**src/rtl/udiv_fixed_core.sv**
```systemverilog
// Sequential unsigned fixed-point divider: restoring shift-subtract, one quotient bit per clock.
// Q = floor((A<<FRAC)/B), R = (A<<FRAC) mod B, with sticky overflow and divide-by-zero flags.
module udiv_fixed_core #(
    parameter int unsigned W    = 10,
    parameter int unsigned FRAC = 4
) (
    input  logic         clk,
    input  logic         rst,
    input  logic         start,
    input  logic [W-1:0] A,
    input  logic [W-1:0] B,
    output logic         busy,
    output logic         done,
    output logic [W-1:0] Q,
    output logic [W-1:0] R,
    output logic [3:0]   cnt,
    output logic         ovf,
    output logic         dvz
);

    localparam int unsigned N       = W + FRAC;
    localparam logic [3:0]  LastCnt = 4'(N - 1);

    typedef enum logic [1:0] {StIdle, StRun, StDone} state_e;

    state_e         state_q, state_d;
    logic [N-1:0]   dvd_q, dvd_d;
    logic [W-1:0]   rr_q, rr_d;
    logic [W-1:0]   dvs_q, dvs_d;
    logic [W-1:0]   quo_q, quo_d;
    logic [3:0]     cnt_q, cnt_d;
    logic           ovf_q, ovf_d;
    logic           dvz_q, dvz_d;
    logic           busy_q, busy_d;
    logic           done_q, done_d;

    logic [W:0]     trial;
    logic [W-1:0]   diff;
    logic           qbit;

    // The partial remainder is always below the divisor, so W bits hold it; the
    // shifted-in trial value needs one extra bit for the compare only.
    assign trial = {rr_q, dvd_q[N-1]};
    assign qbit  = (trial >= {1'b0, dvs_q});
    assign diff  = trial[W-1:0] - dvs_q;

    always_comb begin
        state_d = state_q;
        dvd_d   = dvd_q;
        rr_d    = rr_q;
        dvs_d   = dvs_q;
        quo_d   = quo_q;
        cnt_d   = cnt_q;
        ovf_d   = ovf_q;
        dvz_d   = dvz_q;
        busy_d  = busy_q;
        done_d  = 1'b0;

        case (state_q)
            StIdle: begin
                if (start) begin
                    rr_d   = '0;
                    cnt_d  = '0;
                    ovf_d  = 1'b0;
                    busy_d = 1'b1;
                    if (B != '0) begin
                        dvd_d   = {A, {FRAC{1'b0}}};
                        dvs_d   = B;
                        quo_d   = '0;
                        dvz_d   = 1'b0;
                        state_d = StRun;
                    end else begin
                        quo_d   = '1;
                        dvz_d   = 1'b1;
                        done_d  = 1'b1;
                        state_d = StDone;
                    end
                end
            end
            StRun: begin
                dvd_d = {dvd_q[N-2:0], 1'b0};
                rr_d  = qbit ? diff : trial[W-1:0];
                quo_d = {quo_q[W-2:0], qbit};
                // Any set bit leaving the top of the quotient means it did not fit.
                ovf_d = ovf_q | quo_q[W-1];
                if (cnt_q == LastCnt) begin
                    done_d  = 1'b1;
                    state_d = StDone;
                end else begin
                    cnt_d = cnt_q + 4'd1;
                end
            end
            StDone: begin
                busy_d  = 1'b0;
                state_d = StIdle;
            end
            default: begin
                busy_d  = 1'b0;
                state_d = StIdle;
            end
        endcase
    end

    always_ff @(posedge clk or posedge rst) begin
        if (rst) begin
            state_q <= StIdle;
            dvd_q   <= '0;
            rr_q    <= '0;
            dvs_q   <= '0;
            quo_q   <= '0;
            cnt_q   <= '0;
            ovf_q   <= 1'b0;
            dvz_q   <= 1'b0;
            busy_q  <= 1'b0;
            done_q  <= 1'b0;
        end else begin
            state_q <= state_d;
            dvd_q   <= dvd_d;
            rr_q    <= rr_d;
            dvs_q   <= dvs_d;
            quo_q   <= quo_d;
            cnt_q   <= cnt_d;
            ovf_q   <= ovf_d;
            dvz_q   <= dvz_d;
            busy_q  <= busy_d;
            done_q  <= done_d;
        end
    end

    assign busy = busy_q;
    assign done = done_q;
    assign Q    = quo_q;
    assign R    = rr_q;
    assign cnt  = cnt_q;
    assign ovf  = ovf_q;
    assign dvz  = dvz_q;

endmodule

```
**config.mk**
```make
export PLATFORM = sky130hd
export DESIGN_NAME = udiv_fixed_core
export DESIGN_NICKNAME = d
export VERILOG_FILES = /design/src/rtl/udiv_fixed_core.sv
export SDC_FILE = /design/constraint.sdc
export NUM_CORES = 1
export LEC_CHECK = 0
export CAP_MARGIN = 40
export CORE_MARGIN = 2
export CORE_UTILIZATION = 40
export CTS_CLUSTER_DIAMETER = 150
export CTS_CLUSTER_SIZE = 14
export DETAILED_ROUTE_END_ITERATION = 16
export HOLD_SLACK_MARGIN = 0.06
export MAX_ROUTING_LAYER = met4
export PLACE_DENSITY = 0.7
export SYNTH_ARGS = -nofsm -noshare
export SYNTH_HDL_FRONTEND = slang
export SYNTH_SLANG_ARGS = --single-unit
export TNS_END_PERCENT = 5
```
**constraint.sdc**
```tcl
create_clock -name clk -period 3.9 [get_ports clk]
set_input_delay 1.17 -clock clk [delete_from_list [all_inputs] [get_ports clk]]
set_output_delay 1.17 -clock clk [all_outputs]
set_load 0.01 [all_outputs]
```
Word level (Yosys, flattened, before mapping)
Cells that the tools add are included.
- flip-flop bits (word level): 54
- bits in latches: 0
- bits in writable memories: 0
- ROM bits: 0
- memories: 0
- add/subtract/negate cells: 2
- multiply operators: 0
- div/mod/pow operators: 0
- order comparisons: 1
- eq/ne operators: 6
- shifts and indexed selects: 0
- multiplexer cells: 24
- bitwise operators: 2
- reductions and logical operators: 10
- operator list (kind ; number):
    $mux 10 ; 4
    $pmux 10 s2 ; 2
    $mux 14 ; 2
    $pmux 14 s2 ; 1
    $ge 11x10->1 ; 1
    $reduce_bool 10->1 ; 1
    $sub 10x10->10 ; 1
    $reduce_and 3->1 ; 3
    $mux 4 ; 2
    $ne 2x2->1 const B ; 4
    $pmux 4 s2 ; 1
    $reduce_and 2->1 ; 4
    $mux 2 ; 3
    $pmux 1 s2 ; 3
    $mux 1 ; 5
    $add 4x1->4 const B ; 1
    $eq 4x4->1 const B ; 1
    $pmux 2 s2 ; 1
    $eq 2x1->1 const B ; 1
    $logic_not 2->1 ; 1
    $reduce_bool 2->1 ; 1
    $not 1->1 ; 1
    $or 1x1->1 ; 1

Depth between registers and ports, before layout
- word-level depth: 4
- depth in mapped cells: 9

Least setup slack after synthesis
No wires, ideal clock.
- path kind: input to register
- start: in B[7]
- end: reg done_q, in the netlist done
- arrival time: 2418 ps
- data required time: 3820 ps
- setup slack: 1402 ps
- cell stages on the path: 5
- buffers on the path: 1
- cells stage by stage: or4_4 > nor4_4 > and3_4 > buf_6 > o21bai_1
- longest elaborated chain between the ends: 4
- RTL lines (item ; RTL line ; RTL):
    from (decl) ; 11 ; input logic [W-1:0] B,
    $reduce_bool 10->1 ; 66 ; if (B != '0) begin
    $mux 1 ; 66 ;
    $mux 1 ; 61 ; if (start) begin
    $pmux 1 s2 ; 59 ; case (state_q)
    named net done_d ; 35 ; logic done_q, done_d;
    to (signal assigned) ; 126 ; done_q <= done_d;
    to (decl) ; 35 ;
The timed path passes the listed nets, and every way through them passes these cells.
A chain may end at the register's enable or synchronous reset.

Worst setup path in the final report
- start: in B[8]
- end: reg dvs_q[0]
- longest elaborated chain between the ends: 2
- RTL lines (item ; RTL line ; RTL):
    $reduce_bool 10->1 ; 66 ;
    $reduce_and 3->1 (no source line) ; -- ;
    to (signal assigned) ; 120 ; dvs_q <= dvs_d;
    to (decl) ; 29 ; logic [W-1:0] dvs_q, dvs_d;
No other way between the ends.

==> qor.csv <==
metric,value,unit
status,completed,
Max VDD drop,0.434,mV
Worst R2R End,R[1],
final number of hold-violating endpoints,0,
first-pass GRT wire length,10300,µm
vias in the first global route,2125,
Pre-antenna DRT Iters,4,
area added between synthesis and finish,24.1,%
fraction of layout cells with a size suffix above 1,7.98,%
Crit Path Category,primary input to flop,
static leakage,1.43,nW
largest net degree at the start of global routing,33,
"area leader, netlist",dfrtp_1,
Critical Path Sink Type,flop,
top-area cell type share of the netlist area,47.1,%
Worst Hold Slack,0.519,ns
WL/cell,14.8,µm
hold_sp,busy,
Clock Sinks,50,
number of diodes,0,
Initial DRC Count,166,
sequential-to-total area share from yosys stat,47.1,%
Switching Power,1.34,mW
R2R setup slack,1.50,ns
Mean Syn Cell Area,9.59,µm²
post-route setup TNS,0,ns
Post-synth top flop,dfrtp_1,
I/O pin count,51,
syn_nets,313,
"Setup Fix Bufs, Post-CTS",0,
count of final setup violators,0,
switching part of the total,43.4,%
Die X,85.5,µm
CP Max Fanout,16,
Die Height,85.5,µm
RR Startpoint,R[2],
Cells on Worst Hold Path,2,
Rows,29,
post-layout min period,2.91,ns
synthesized flop and latch total,50,
Bufs on Longest Clock Path,2,
TritonCTS clock tree,yes,
Ys Warns,0,
top post-synthesis cells by area,"dfrtp_1 (47%), nand2_1 (5.8%), ha_1 (5.7%)",
Sequential Power Share,31.1,%
Worst Hold Path EP,busy,
total grt overflow,0,
Post-CTS Hold Fix Bufs,0,
# nets final,362,
Final WS setup,0.992,ns
RSZ-0062 raised after global routing,false,
max-cap violations,0,
clock power share,9.6,%
worst skew pair latency,0.30,ns
register area,1250,µm²
DIE AREA,7310,µm²
Post-Route Skew,0.00829,ns
DRC,0,
final WL,5960,µm
RD Place Congestion,0.892,
HPWL Detailed,4330,µm
CP required,4.09,ns
post-synthesis cell area,2660,µm²
CTS buffer count,5,
root buffer cell,clkbuf_8,
r2r worst-path depth,6,
area of the multi-input gates,1260,µm²
Pint,1.75,mW
Synth Instances,277,
WP data arrival,3.10,ns
Fillers,601,
period utilisation layout,74.6,%
Post-CTS Resized,0,
DRT antenna net count,0,
CP startpoint kind,primary input,
Port Buffer Count,50,
gr usage total,18.0,%
CORE AREA,6390,µm²
"CTS clk-pin slew, worst paths",0.09,ns
initial antenna violation count,0,
max_slew headroom,48.7,%
starting density of the core,41.6,%
Comb pwr share,59.3,%
post-DR vias/cell,5.50,
"EDFF count, synth",0,
fin. max-slew vios,0,
Yosys cell types,45,
H-tree depth,2,
Worst Tran Pin Value,0.769,ns
"FFs w/ async S/R, synth",100,%
power per cell area,936,nW/µm²
final design utilization,51.6,%
max frequency,344,MHz
Vias,2216,
Place WS,0.687,ns
Hold WC Path Type,flop to flop,
how the worst max path moves through the flow:
stage | endpoint | slack (ns) | cells after the start | start
after floorplan | done | 1.40 | 5 | B[7]
after global placement | dvs_q[0] | 0.61 | 5 | B[1]
after detailed placement | dvs_q[0] | 0.69 | 6 | B[8]
after CTS | dvs_q[0] | 1.01 | 6 | B[8]
after global routing | dvs_q[0] | 0.94 | 6 | B[8]
final | dvs_q[0] | 0.99 | 6 | B[8]
cell families (layout without fill, tap and decap cells):
kind of cell | Yosys count | count (layout) | share of synthesized area [%]
flops | 50 | 50 | 47.1
simple gates | 89 | 89 | 15.6
mux | 5 | 5 | 1.93
compound gates | 83 | 83 | 21.4
fa+ha+maj | 13 | 13 | 6.41
xor+xnor | 6 | 6 | 1.98
buf+inv | 31 | 80 | 5.51
worst max-delay path, cell delays in order:
cell             delay, ns
clkdlybuf4s50_1       0.46
or4_4                 0.54
nor4_4                0.29
nor2_1                0.18
buf_6                 0.18
mux2_2                0.27
cell type report:
| class | instances | area share (%) |
|---|---|---|
| Tap cell | 77 | 2.92 |
| Clock inverter | 2 | 0.456 |
| Sequential cell | 50 | 38.0 |
| Timing Repair Buffer | 54 | 16.2 |
| Inverter | 19 | 2.16 |
| Multi-Input combinational cell | 196 | 38.2 |
| Clock buffer | 5 | 2.09 |
power by group through the flow:
stage / Combinational (mW) / Clock (mW) / Sequential (mW)
after detailed placement: 1.82 / 0 / 0.969
after CTS: 1.82 / 0.307 / 0.959
after floorplan: 1.25 / 0 / 0.976
after global placement: 1.77 / 0 / 0.961
after global routing: 2.05 / 0.331 / 0.995
final: 1.83 / 0.296 / 0.960
Yosys cell counts, drive strengths merged (2+ instances only):
cell,count
buf,6
mux2i,4
a211oi,3
a221o,10
or4,4
dfrtp,50
ha,12
a32oi,5
o21ai,27
o21bai,2
a22o,2
nand2b,3
xor2,5
a31oi,11
inv,19
o22ai,2
and3,2
clkbuf,6
a21oi,13
nand3,5
nor3,7
nor2,23
a21o,2
nand2,41
per-layer routing:
layer	GRT usage [%]	vias up	wire length, µm
met5	-	-	0
met4	4.47	0	59
met3	3.60	5	207
met2	27.2	50	2650
met1	25.1	1069	3050
li1	-	1092	-
placed cells by master (no fill, tap or decap), types with 4 or more instances in the layout:
cell             Yosys  routed
inv_1               19      18
ha_1                12      12
a21oi_1             11      11
clkdlybuf4s50_1      0      50
nor2_1              23      23
a221o_1              4       4
dfrtp_1             50      50
nand3_1              5       5
clkbuf_8             1       5
o21ai_0             22      22
nand2_1             41      41
a32oi_1              5       5
nor3_1               7       7
a31oi_1             11      11
xor2_1               5       5
o21ai_1              4       4
mux2i_1              4       4
a221o_2              6       6
metrics by stage:
stage | area [µm²] | power (mW) | instances
2_1_floorplan | 2660 | 2.23 | 277
3_3_place_gp | 3200 | 2.73 | 395
3_5_place_dp | 3210 | 2.79 | 396
4_1_cts | 3290 | 3.09 | 403
5_1_grt | 3290 | 3.38 | 403
6_report | 3290 | 3.08 | 403
flip-flops by register name, indices dropped and copies added (netlist names):
register	flops
Q	10
R	10
busy	1
cnt	4
done	1
dvd_q	10
dvs_q	10
dvz	1
ovf	1
state_q	2
Note: power is estimated with default switching activity, not from simulation.
